**config.mk**
```make
export PLATFORM = sky130hd
export DESIGN_NAME = ghost_move_scheduler
export DESIGN_NICKNAME = d
export VERILOG_FILES = /design/src/rtl/ghost_move_scheduler.sv
export SDC_FILE = /design/constraint.sdc
export NUM_CORES = 1
export LEC_CHECK = 0
export CORE_MARGIN = 2
export CORE_UTILIZATION = 30
export CTS_CLUSTER_DIAMETER = 200
export DETAILED_ROUTE_END_ITERATION = 10
export SYNTH_ARGS = -nofsm -noshare
export SYNTH_HDL_FRONTEND = slang
export SYNTH_SLANG_ARGS = --single-unit
```
**constraint.sdc**
```tcl
create_clock -name clk -period 7.26 [get_ports clk]
set_input_delay 1.089 -clock clk [delete_from_list [all_inputs] [get_ports clk]]
set_output_delay 1.089 -clock clk [all_outputs]
set_load 0.02 [all_outputs]
```
**src/rtl/ghost_move_scheduler.sv**
```systemverilog
`default_nettype none
// ============================================================================
//  Module      : ghost_move_scheduler
//  Description : Time-shares a single-port maze-wall ROM among four ghosts.
//                On each game tick every ghost's four neighbour tiles are
//                looked up in turn, and its can_move nibble is refreshed. A
//                one-hot step_en pulse then lets only that ghost advance.
//  Options     : TUNNEL_WRAP_EN - LEFT from x=0 and RIGHT from x=MAP_W-1
//                wrap horizontally and read the ROM. When it is undefined,
//                every map edge is a forced wall.
//  Revision    : 1.0 - initial release
// ============================================================================
module ghost_move_scheduler #(
  parameter int MAP_W  = 28,
  parameter int MAP_H  = 36,
  parameter int ADDR_W = 10
) (
  input  logic              clk,
  input  logic              reset,
  input  logic              tick,
  input  logic [47:0]       ghost_pos,
  output logic [ADDR_W-1:0] rom_addr,
  output logic              rom_re,
  input  logic              rom_wall,
  output logic [15:0]       can_move,
  output logic [3:0]        step_en,
  output logic              busy,
  output logic              done,
  output logic              overrun
);

  typedef enum logic [2:0] {
    IDLE  = 3'd0,
    QUERY = 3'd1,
    DRAIN = 3'd2,
    STEP  = 3'd3,
    FIN   = 3'd4
  } state_t;

  // Direction index k, also selects the nibble bit (bit 3-k, i.e. ~k)
  localparam logic [1:0] K_UP    = 2'd0;
  localparam logic [1:0] K_RIGHT = 2'd1;
  localparam logic [1:0] K_DOWN  = 2'd2;
  localparam logic [1:0] K_LEFT  = 2'd3;

  localparam logic signed [6:0] C_MAP_W = 7'(MAP_W);
  localparam logic signed [6:0] C_MAP_H = 7'(MAP_H);

  state_t      state_q, state_d;
  logic [1:0]  gidx_q, gidx_d;
  logic [1:0]  kidx_q, kidx_d;
  logic [47:0] pos_q, pos_d;
  logic [3:0]  shadow_q, shadow_d;
  logic        res_vld_q, res_vld_d;
  logic [1:0]  res_k_q, res_k_d;
  logic        res_forced_q, res_forced_d;
  logic [15:0] can_move_q, can_move_d;
  logic        overrun_q, overrun_d;

  logic [11:0]        w_gpos;
  logic signed [6:0]  w_nx;
  logic signed [6:0]  w_ny;
  logic               w_in_map;
  logic [ADDR_W-1:0]  w_addr;
  logic [3:0]         w_nibble;

  // Neighbour of the current ghost in the current direction.
  // Coordinates are widened to signed 7 bits so that off-map cases show up
  // as negative values or values >= the map size.
  always_comb begin
    w_gpos = pos_q[11:0];
    case (gidx_q)
      2'd0:    w_gpos = pos_q[11:0];
      2'd1:    w_gpos = pos_q[23:12];
      2'd2:    w_gpos = pos_q[35:24];
      default: w_gpos = pos_q[47:36];
    endcase
    w_nx = $signed({1'b0, w_gpos[11:6]});
    w_ny = $signed({1'b0, w_gpos[5:0]});
    case (kidx_q)
      K_UP:    w_ny = w_ny - 7'sd1;
      K_RIGHT: w_nx = w_nx + 7'sd1;
      K_DOWN:  w_ny = w_ny + 7'sd1;
      default: w_nx = w_nx - 7'sd1;
    endcase
`ifdef TUNNEL_WRAP_EN
    if (w_nx == -7'sd1) begin
      w_nx = C_MAP_W - 7'sd1;
    end else if (w_nx == C_MAP_W) begin
      w_nx = 7'sd0;
    end
`endif
    w_in_map = (w_nx >= 7'sd0) && (w_nx < C_MAP_W) &&
               (w_ny >= 7'sd0) && (w_ny < C_MAP_H);
    w_addr   = '0;
    if (w_in_map) begin
      w_addr = ADDR_W'(w_ny[5:0]) * ADDR_W'(MAP_W) + ADDR_W'(w_nx[5:0]);
    end
  end

  // Merge the result of the previous query (the ROM answers one cycle late).
  always_comb begin
    w_nibble = shadow_q;
    if (res_vld_q) begin
      w_nibble[~res_k_q] = res_forced_q ? 1'b0 : ~rom_wall;
    end
  end

  // Next-state and datapath updates for the sequencer
  always_comb begin
    state_d      = state_q;
    gidx_d       = gidx_q;
    kidx_d       = kidx_q;
    pos_d        = pos_q;
    shadow_d     = w_nibble;
    res_vld_d    = 1'b0;
    res_k_d      = res_k_q;
    res_forced_d = res_forced_q;
    can_move_d   = can_move_q;
    overrun_d    = tick && (state_q != IDLE);
    case (state_q)
      IDLE: begin
        if (tick) begin
          pos_d   = ghost_pos;
          gidx_d  = 2'd0;
          kidx_d  = K_UP;
          state_d = QUERY;
        end
      end
      QUERY: begin
        res_vld_d    = 1'b1;
        res_k_d      = kidx_q;
        res_forced_d = ~w_in_map;
        if (kidx_q == K_LEFT) begin
          state_d = DRAIN;
        end else begin
          kidx_d = kidx_q + 2'd1;
        end
      end
      DRAIN: begin
        can_move_d[{gidx_q, 2'b00} +: 4] = w_nibble;
        state_d = STEP;
      end
      STEP: begin
        if (gidx_q == 2'd3) begin
          state_d = FIN;
        end else begin
          gidx_d  = gidx_q + 2'd1;
          kidx_d  = K_UP;
          state_d = QUERY;
        end
      end
      FIN: begin
        state_d = IDLE;
      end
      default: begin
        state_d = IDLE;
      end
    endcase
  end

  // State and datapath registers; a reset aborts any sequence in flight.
  always_ff @(posedge clk) begin
    if (reset) begin
      state_q      <= IDLE;
      gidx_q       <= 2'd0;
      kidx_q       <= 2'd0;
      pos_q        <= '0;
      shadow_q     <= '0;
      res_vld_q    <= 1'b0;
      res_k_q      <= 2'd0;
      res_forced_q <= 1'b0;
      can_move_q   <= '0;
      overrun_q    <= 1'b0;
    end else begin
      state_q      <= state_d;
      gidx_q       <= gidx_d;
      kidx_q       <= kidx_d;
      pos_q        <= pos_d;
      shadow_q     <= shadow_d;
      res_vld_q    <= res_vld_d;
      res_k_q      <= res_k_d;
      res_forced_q <= res_forced_d;
      can_move_q   <= can_move_d;
      overrun_q    <= overrun_d;
    end
  end

  // Outputs decoded from the registered state
  always_comb begin
    rom_re   = (state_q == QUERY) && w_in_map;
    rom_addr = (state_q == QUERY) ? w_addr : '0;
    busy     = (state_q == QUERY) || (state_q == DRAIN) || (state_q == STEP);
    done     = (state_q == FIN);
    step_en  = 4'b0000;
    if (state_q == STEP) begin
      step_en[gidx_q] = 1'b1;
    end
    can_move = can_move_q;
    overrun  = overrun_q;
  end

endmodule
`default_nettype wire

```
# Yosys cells after proc, flatten, opt, wreduce, memory -nomap -nowiden
# Index checks and enable logic that the tools add are counted.
[word_totals] elab_cells=91 ff_bits=80 output_inout_bits=34 input_bits=52
[classes] n_mux=25 n_reduce_logical=20 multipliers=1 addsub=8 shifts=2 order_cmp=8 bitwise_logic=3 eq_ne=14
[op_table] cell="12-bit case mux with 3 select lines" count=1
[op_table] cell="7-bit case mux with 2 select lines" count=2
[op_table] cell="10-bit two-way mux" count=2
[op_table] cell="16-bit bitwise mux" count=1
[op_table] cell="4-bit by 6-bit variable shift with 16-bit output, first input constant" count=1
[op_table] cell="4-bit by 6-bit variable part select with 16-bit output" count=1
[op_table] cell="6-bit by 1-bit adder with 7-bit output, second input constant" count=2
[op_table] cell="7-bit by 1-bit >= comparator with 1-bit output, second input constant" count=2
[op_table] cell="6-bit by 1-bit subtractor with 7-bit output, second input constant" count=2
[op_table] cell="3-bit case mux with 4 select lines" count=1
[op_table] cell="10-bit by 6-bit adder with 10-bit output" count=1
[op_table] cell="3-bit two-way mux" count=3
[op_table] cell="2-bit == test, second input constant" count=4
[op_table] cell="6-bit by 3-bit multiplier with 8-bit output, second input constant" count=1
[op_table] cell="2-bit two-way mux" count=4
[op_table] cell="4-bit two-way mux" count=2
[op_table] cell="2-bit inequality test, second input constant" count=4
[op_table] cell="1-bit logical AND" count=7
[op_table] cell="7-bit by 6-bit < comparator with 1-bit output, second input constant" count=1
[op_table] cell="7-bit < comparator, second input constant" count=1
[op_table] cell="3-bit by 2-bit == test with 1-bit output, second input constant" count=2
[op_table] cell="2-bit by 3-bit < comparator with 1-bit output, second input constant" count=2
[op_table] cell="4-bit negation with 6-bit output" count=1
[op_table] cell="2-bit case mux with 3 select lines" count=1
[op_table] cell="20 further kinds" count=32

# Logic depth before layout (Yosys ltp)
# Gate-level depths: netlist of the first run.
[logic_depth] ltp_word=10 mapped_depth=21 mapped_depth_nobuf=20

# Worst setup path after synthesis of the first run
# No wires, ideal clock.
[synth_path] path_type="reg-to-output" startpoint="reg gidx_q[0]" endpoint="out rom_addr[9]" path_buffers=2 path_slack_ps=1546 arrival_ps=4625 stages_incl_launch_ff=21 required_time_ps=6171 path_cell_list="dfxtp_1 inv_1 ha_1 buf_6 clkbuf_1 a222oi_1 a21oi_1 inv_1 fa_1 xor2_1 a21oi_2 fa_1 ha_1 fa_1 a21o_1 a21oi_1 xnor2_1 o2111ai_1 xnor2_1 xnor2_1 nor2_1"
[synth_between] elab_chain_len=10 word_cells_on_any_way=21 classes_between="add/sub (5); mul (1); order compare (4); eq/ne (2); mux (5); reduce/logical (4)"
[synth_rtl] element="start: declaration" line="50" rtl="logic [1:0] gidx_q, gidx_d;"
[synth_rtl] element="start signal: assignment" line="177" rtl="gidx_q <= gidx_d;"
[synth_rtl] element="2-bit == test (tied with other cells)" line="72" rtl="case (gidx_q)"
[synth_rtl] element="12-bit case mux with 3 select lines *" line="72"
[synth_rtl] element="parallel branches: the longest is 6 deep, another holds 10-bit by 6-bit adder with 10-bit output"
[synth_rtl] element="10-bit two-way mux *" line="96" rtl="if (w_in_map) begin"
[synth_rtl] element="10-bit two-way mux *" line="192" rtl="rom_addr = (state_q == QUERY) ? w_addr : '0;"
[synth_rtl] element="end: declaration" line="22" rtl="output logic [ADDR_W-1:0] rom_addr,"
# Every way passes the cells marked *.

# Worst setup path after layout of the first run
# Same ends and word-level chain as after synthesis.

==> results of run 1 <==
==> routing by layer <==
layer | global-route usage [%] | share of wire, % | vias to the layer above | wire (µm)
met1 | 18.7 | 47 | 1909 | 5420
met5 | 0 | 0 | - | 0
met4 | 5.56 | 1.8 | 0 | 204
met3 | 2.61 | 4.0 | 14 | 457
met2 | 24.6 | 47 | 90 | 5460
li1 | - | - | 2113 | -
==> cell usage in the layout, fill, tap and decap left out, types with 3 or more instances in the layout <==
cell type and instances:
nor3b_1 3, xor2_1 7, nand2b_1 7, dfxtp_1 80, nand2_1 116, nor2_1 53, nor2b_1 16, o21ai_0 9
a21oi_1 73, nor4b_1 3, a222oi_1 9, clkdlybuf4s50_1 84, xnor2_1 11, clkbuf_16 9, a21o_1 10, mux2i_1 6
ha_1 32, and2_1 12, inv_1 19, fa_1 5, or3_1 3, a211o_1 3, a22oi_1 19, a211oi_1 7
a31oi_1 3, nand3_1 5, nor3_1 3, buf_4 3
==> metrics by stage <==
| stage | total power [µW] | utilization, % |
|---|---|---|
| finish | 1360 | 39.4 |
| global route | 1450 | 39.4 |
| CTS | 1370 | 39.3 |
| detailed placement | 970 | 37.5 |
| global placement | 960 | 37.5 |
| floorplan | 860 | - |
==> kinds of logic (layout without fill, tap and decap cells) <==
group                      count (synthesis)  after routing
AOI/OAI and AO/OA                        147            147
xor gates and xnor gates                  18             18
adders and majority gates                 39             39
buffers and inverters                     49            123
DFF                                       80             80
muxes                                      8              8
and+or+nand+nor                          230            230
==> power by group <==
group / leakage [µW] / internal (µW) / switching, µW
registers: 0.000653 / 458 / 12.1
clock network: 0.000128 / 229 / 171
logic: 0.00149 / 233 / 255
==> state kept, by name, summed over array words and instances, names as in the netlist <==
register / count
res_forced_q: 1
can_move: 16
res_vld_q: 1
shadow_q: 4
kidx_q: 2
gidx_q: 2
state_q: 3
res_k_q: 2
pos_q: 48
overrun: 1
==> layout make-up <==
type	instances	area (µm²)
Fill cell	1500	8870
Multi-Input combinational cell	442	2730
Sequential cell	80	1600
Timing Repair Buffer	89	873
Tap cell	184	230
Clock buffer	10	229
Inverter	19	71.3
Clock inverter	5	35.0
==> worst max path at each step <==
| stage | start | end | depth (start not counted) |
|---|---|---|---|
| finish | gidx_q[0]$_SDFFE_PP0P_ | rom_addr[9] | 19 |
| global route | gidx_q[0]$_SDFFE_PP0P_ | rom_addr[9] | 18 |
| CTS | gidx_q[0]$_SDFFE_PP0P_ | rom_addr[9] | 19 |
| detailed placement | gidx_q[0]$_SDFFE_PP0P_ | rom_addr[9] | 19 |
| global placement | gidx_q[0]$_SDFFE_PP0P_ | rom_addr[9] | 19 |
| floorplan | gidx_q[0]$_SDFFE_PP0P_ | rom_addr[9] | 20 |
==> worst max-delay path: cells and delay by family, from the launching register on <==
family                     cells  cell delay, ns
DFF                            1            0.46
xor gates and xnor gates       4            0.65
and+or+nand+nor                3            0.45
buffers and inverters          2            0.69
adders and majority gates      5            2.07
AOI/OAI and AO/OA              5            1.06
==> reports/summary.txt, run 1 <==
Top cell type's share of synthesized area -> 35.4%
Vias in the first global route -> 4094
Final Cycle Share -> 93.8%
Rows -> 44
Placed Area -> 0.00549 mm²
Data required time of the worst path -> 6.17 ns
Post-CTS Repair Setup Buffers -> 0
Final setup fails -> 0
Antenna cells -> 0
Detailed Place HPWL -> 8750 µm
Syn_nets -> 662
CP Capture Type -> output port
Crit-path max cell delay -> 0.61 ns
Mapped Area -> 0.00453 mm²
FF-to-FF End -> res_forced_q$_SDFFE_PP0P_
Largest net degree at the start of global routing -> 81
Yosys warns -> 0
Leading cell types by count after synthesis -> nand2_1 (116), dfxtp_1 (80), a21oi_1 (74)
Synth Instances -> 571
Initial antenna violation count -> 0
Area leader, netlist -> dfxtp_1
Clk Latency, worst-skew pair -> 0.33 ns
Min-delay src -> pos_q[25]$_SDFFE_PP0P_
Setup TNS -> 0 ns
Layout cell share with drive strength beyond 1 -> 4.50%
Mean number of vias per cell -> 4.98
Detailed-route via count -> 4126
Async SR Flop Fraction -> 0%
Core area -> 0.0146 mm²
CTS tree -> built
Htree depth -> 3
GP Congestion -> 0.803
Worst relative slew slack -> 18.6%
Peak supply drop -> 0.0863 mV
CTS Root Buffer Type -> clkbuf_16
Yosys cell types -> 48
First-pass GRT wire length -> 19400 µm
Dominant synthesized flop cell -> dfxtp_1
Status -> complete, no violations
Worst hold path type -> flop to flop
GRT overflow -> 0
Sink Count -> 80
Drc violations -> 0
Simple-gate share of the synthesized area -> 22.6%
Total track usage -> 14.6%
Number of flops mapped to enable cells by yosys -> 0
Peak Freq -> 147 MHz
DRT Wirelength -> 11500 µm
Initial DRC Count -> 332
Main combinational cell family by area after synthesis -> simple AND/OR/NAND/NOR gates
Clk buf depth -> 2
RSZ-0062 raised after global routing -> no
Post-CTS resize count -> 0
Worst-Margin Slew -> 1.21 ns
Mux contribution to synthesized area -> 1.82%
DR pass1 iterations -> 7
Setup WS post-layout -> 0.451 ns
Pwr/cell area -> 235 mW/mm²
R2R depth -> 13
Post-synthesis xor/xnor area fraction -> 3.48%
Worst hold endpoint -> pos_q[25]$_SDFFE_PP0P_
Cell area after layout -> 0.00577 mm²
Arr. time, crit path -> 5.72 ns
Chip width -> 127 µm
Final cell count without fillers -> 829
IO Count -> 86
Pre-CTS setup slack -> 0.658 ns
Crit-path slowest cell -> clkdlybuf4s50_1
Hold_ws -> 0.455 ns
Synthesis-to-layout area growth -> 27.5%
Mean routed wirelength per cell -> 13.9 µm
Final Critical Period -> 6.81 ns
Die ar. -> 0.0161 mm²
Starting Density -> 30.9%
Post-synthesis sequential area ratio -> 35.4%
R2r startpoint -> gidx_q[0]$_SDFFE_PP0P_
Leakage -> 0.00227 µW
Synth Area in Adders -> 11.6%
Reg clk slew, reported paths -> 0.06 ns
Hold depth -> 2
Clk_skew -> 0.00380 ns
Crit Path Category -> flop to output port
Hold Buf Count CTS -> 0
Most common cell in the netlist -> nand2_1
Die Y -> 127 µm
Reg2Reg Setup Slack -> 3.34 ns
Syn_area_per_cell -> 7.93 µm²
Top post-synthesis cells by area -> dfxtp_1 (35%), nand2_1 (9.6%), ha_1 (9.4%)
Antenna Nets Post-Route -> 0
Startpoint Class -> flop
Dpl cells -> 813
PortBufs -> 85
Pins Over Slew Limit -> 0
MaxCap Viol Count -> 0
Crit path cell chain -> ha_1 -> a22oi_1 -> and2_1 -> nor2_1 -> inv_1 -> fa_1 -> xor2_1 -> a21oi_2 -> fa_1 -> ha_1 -> fa_1 -> a21o_1 -> a21oi_1 -> xnor2_1 -> o2111ai_1 -> xnor2_1 -> xnor2_1 -> nor2_1 -> clkdlybuf4s50_1
TritonCTS Buffers -> 9
Max Fanout on Critical Path -> 14
Hold Vio Cnt, Final -> 0
Post-synthesis compound-gate area fraction -> 20.5%
Net count, final -> 732
Synth Register Bits -> 80
(Power assumes the default switching activity.)
==> inputs of run 2 (changes only) <==
- CORE_ASPECT_RATIO: default -> 1.1
==> run 2 against run 1 <==
Against the previous run:
- sequential cell count did not move
- die area barely moved
- highest routed layer unchanged
- non-clock buffer count rose by 1
- largest cell class unchanged
- total power rose by 10%
- register-to-register slack got worse by 0.05 ns
==> reports/summary.txt, run 2 (synthesized netlist as in run 1, its figures left out) <==
Post-CTS Repair Setup Buffers -> 0 (unchanged)
Htree depth -> 3 (unchanged)
Chip width -> 121 µm (was 127 µm)
TritonCTS Buffers -> 9 (unchanged)
Clk buf depth -> 2 (unchanged)
Most flops, register -> pos_q (unchanged)
CTS tree -> built (unchanged)
Crit-path max cell delay -> 0.61 ns (about the same)
Vias in the first global route -> 3989 (was 4094)
Final setup fails -> 0 (unchanged)
Arr. time, crit path -> 5.75 ns (was 5.72 ns)
First-pass GRT wire length -> 19300 µm (was 19400 µm)
Net count, final -> 733 (was 732)
Peak Freq -> 146 MHz (was 147 MHz)
Core area -> 0.0149 mm² (was 0.0146 mm²)
Worst hold path type -> flop to flop (unchanged)
Mean routed wirelength per cell -> 13.8 µm (was 13.9 µm)
Worst relative slew slack -> 26.2% (was 18.6%)
Initial DRC Count -> 269 (was 332)
GRT overflow -> 0 (unchanged)
Synthesis-to-layout area growth -> 30.1% (was 27.5%)
Total track usage -> 14.7% (was 14.6%)
Setup TNS -> 0 ns (unchanged)
Layout cell share with drive strength beyond 1 -> 4.95% (was 4.50%)
PortBufs -> 85 (unchanged)
Mean number of vias per cell -> 4.88 (was 4.98)
Hold Buf Count CTS -> 0 (unchanged)
Detailed-route via count -> 4115 (was 4126)
Pwr/cell area -> 254 mW/mm² (was 235 mW/mm²)
Crit path cell chain -> ha_1 -> a22oi_1 -> and2_1 -> nor2_1 -> inv_1 -> fa_1 -> xor2_1 -> a21oi_2 -> fa_1 -> ha_1 -> fa_1 -> a21o_1 -> a21oi_1 -> xnor2_1 -> o2111ai_1 -> xnor2_1 -> xnor2_1 -> nor2_1 -> clkdlybuf4s50_1 (unchanged)
DR pass1 iterations -> 6 (was 7)
Sink Count -> 80 (unchanged)
Detailed Place HPWL -> 8760 µm (was 8750 µm)
Register area -> 0.00160 mm² (unchanged)
Hold Vio Cnt, Final -> 0 (unchanged)
Leakage -> 0.00232 µW (was 0.00227 µW)
CP Capture Type -> output port (unchanged)
Antenna cells -> 0 (unchanged)
Die Y -> 133 µm (was 127 µm)
Multi-input gate area -> 0.00273 mm² (unchanged)
Clk Latency, worst-skew pair -> 0.34 ns (was 0.33 ns)
Total power -> 1500 µW (was 1360 µW)
Rows -> 47 (was 44)
Max Fanout on Critical Path -> 14 (unchanged)
Startpoint Class -> flop (unchanged)
Worst-Margin Slew -> 1.09 ns (was 1.21 ns)
Final Cycle Share -> 94.2% (was 93.8%)
Data required time of the worst path -> 6.17 ns (about the same)
Post-CTS resize count -> 0 (unchanged)
Final core utilization -> 39.6% (was 39.4%)
Antenna Nets Post-Route -> 0 (unchanged)
IO Count -> 86 (unchanged)
GP Congestion -> 0.830 (was 0.803)
Final Critical Period -> 6.84 ns (was 6.81 ns)
Clk_skew -> 0.00738 ns (was 0.00380 ns)
Status -> complete, no violations (unchanged)
Die ar. -> 0.0161 mm² (about the same)
Most common cell after layout, fill and taps aside -> nand2_1 (unchanged)
CTS Root Buffer Type -> clkbuf_16 (unchanged)
Largest net degree at the start of global routing -> 81 (unchanged)
DRT Wirelength -> 11600 µm (was 11500 µm)
Max reg flops -> 48 (unchanged)
Crit-path slowest cell -> clkdlybuf4s50_1 (unchanged)
Starting Density -> 30.4% (was 30.9%)
Peak supply drop -> 0.133 mV (was 0.0863 mV)
Crit Path Category -> flop to output port (unchanged)
Reg clk slew, reported paths -> 0.06 ns (about the same)
Pins Over Slew Limit -> 0 (unchanged)
Commonest non-fill, non-tap cells in the layout -> nand2_1 (116), clkdlybuf4s50_1 (84), dfxtp_1 (80) (unchanged)
Drc violations -> 0 (unchanged)
MaxCap Viol Count -> 0 (unchanged)
RSZ-0062 raised after global routing -> no (unchanged)
Initial antenna violation count -> 0 (unchanged)
Fillers -> 1480 (was 1500)
## run 2: cell count changes in the layout (fill, tap and decap cells not counted)
cell        delta
bufinv_16      +3
buf_4          +2
clkinv_2       -2
buf_2          -1
clkbuf_1       -1
clkbuf_8       +1
clkinv_4       +1
clkinvlp_4     -1
## run 2: final timing paths
check,from,end,slack (ns),depth (start not counted)
worst max-delay path,gidx_q[0]$_SDFFE_PP0P_,rom_addr[9],0.42,19
worst min-delay path,pos_q[43]$_SDFFE_PP0P_,pos_q[43]$_SDFFE_PP0P_,0.45,2
worst max register to register,gidx_q[0]$_SDFFE_PP0P_,res_forced_q$_SDFFE_PP0P_,3.29,13
worst min register to register,pos_q[43]$_SDFFE_PP0P_,pos_q[43]$_SDFFE_PP0P_,0.45,2
## run 2: power by group
group / internal [µW] / leakage [µW] / switching (µW)
registers: 458 / 0.000653 / 11.6
logic: 234 / 0.00149 / 263
clock network: 347 / 0.000173 / 182
total: 1040 / 0.00232 / 456
## run 2: per-stage QoR
| step | hold WS [ns] | std cells | area (µm²) | setup slack [ns] |
|---|---|---|---|---|
| 6_report | 0.453 | 843 | 5890 | 0.420 |
| 3_5_place_dp | 0.447 | 827 | 5520 | 0.590 |
| 2_1_floorplan | 0.431 | 571 | 4530 | 1.55 |
| 3_3_place_gp | 0.443 | 827 | 5520 | 0.825 |
| 4_1_cts | 0.455 | 843 | 5870 | 0.185 |
| 5_1_grt | 0.467 | 843 | 5890 | 0.0197 |
## run 2: final cells by class
class	instances	share of cell area, %
clock inverters	6	1.98
multi-input cells	442	46.4
clock buffers	10	4.06
inverters	19	1.21
flip-flops and latches	80	27.2
well taps	196	4.17
repair buffers	90	15.0
## run 2: per-layer routing
metal	share of wire, %	track usage (%)	vias to the layer above
met5	0	0	-
met4	1.2	4.84	0
met3	3.8	2.28	9
met2	50	24.7	92
met1	45	19.0	1907
li1	-	-	2107
## run 2: critical path: cells and delay by family (launching register included)
family,cells,cell delay [ns]
fa+ha+maj,5,2.08
xor+xnor,4,0.67
compound gates,5,1.06
simple gates,3,0.46
buf+inv,2,0.69
flops,1,0.45
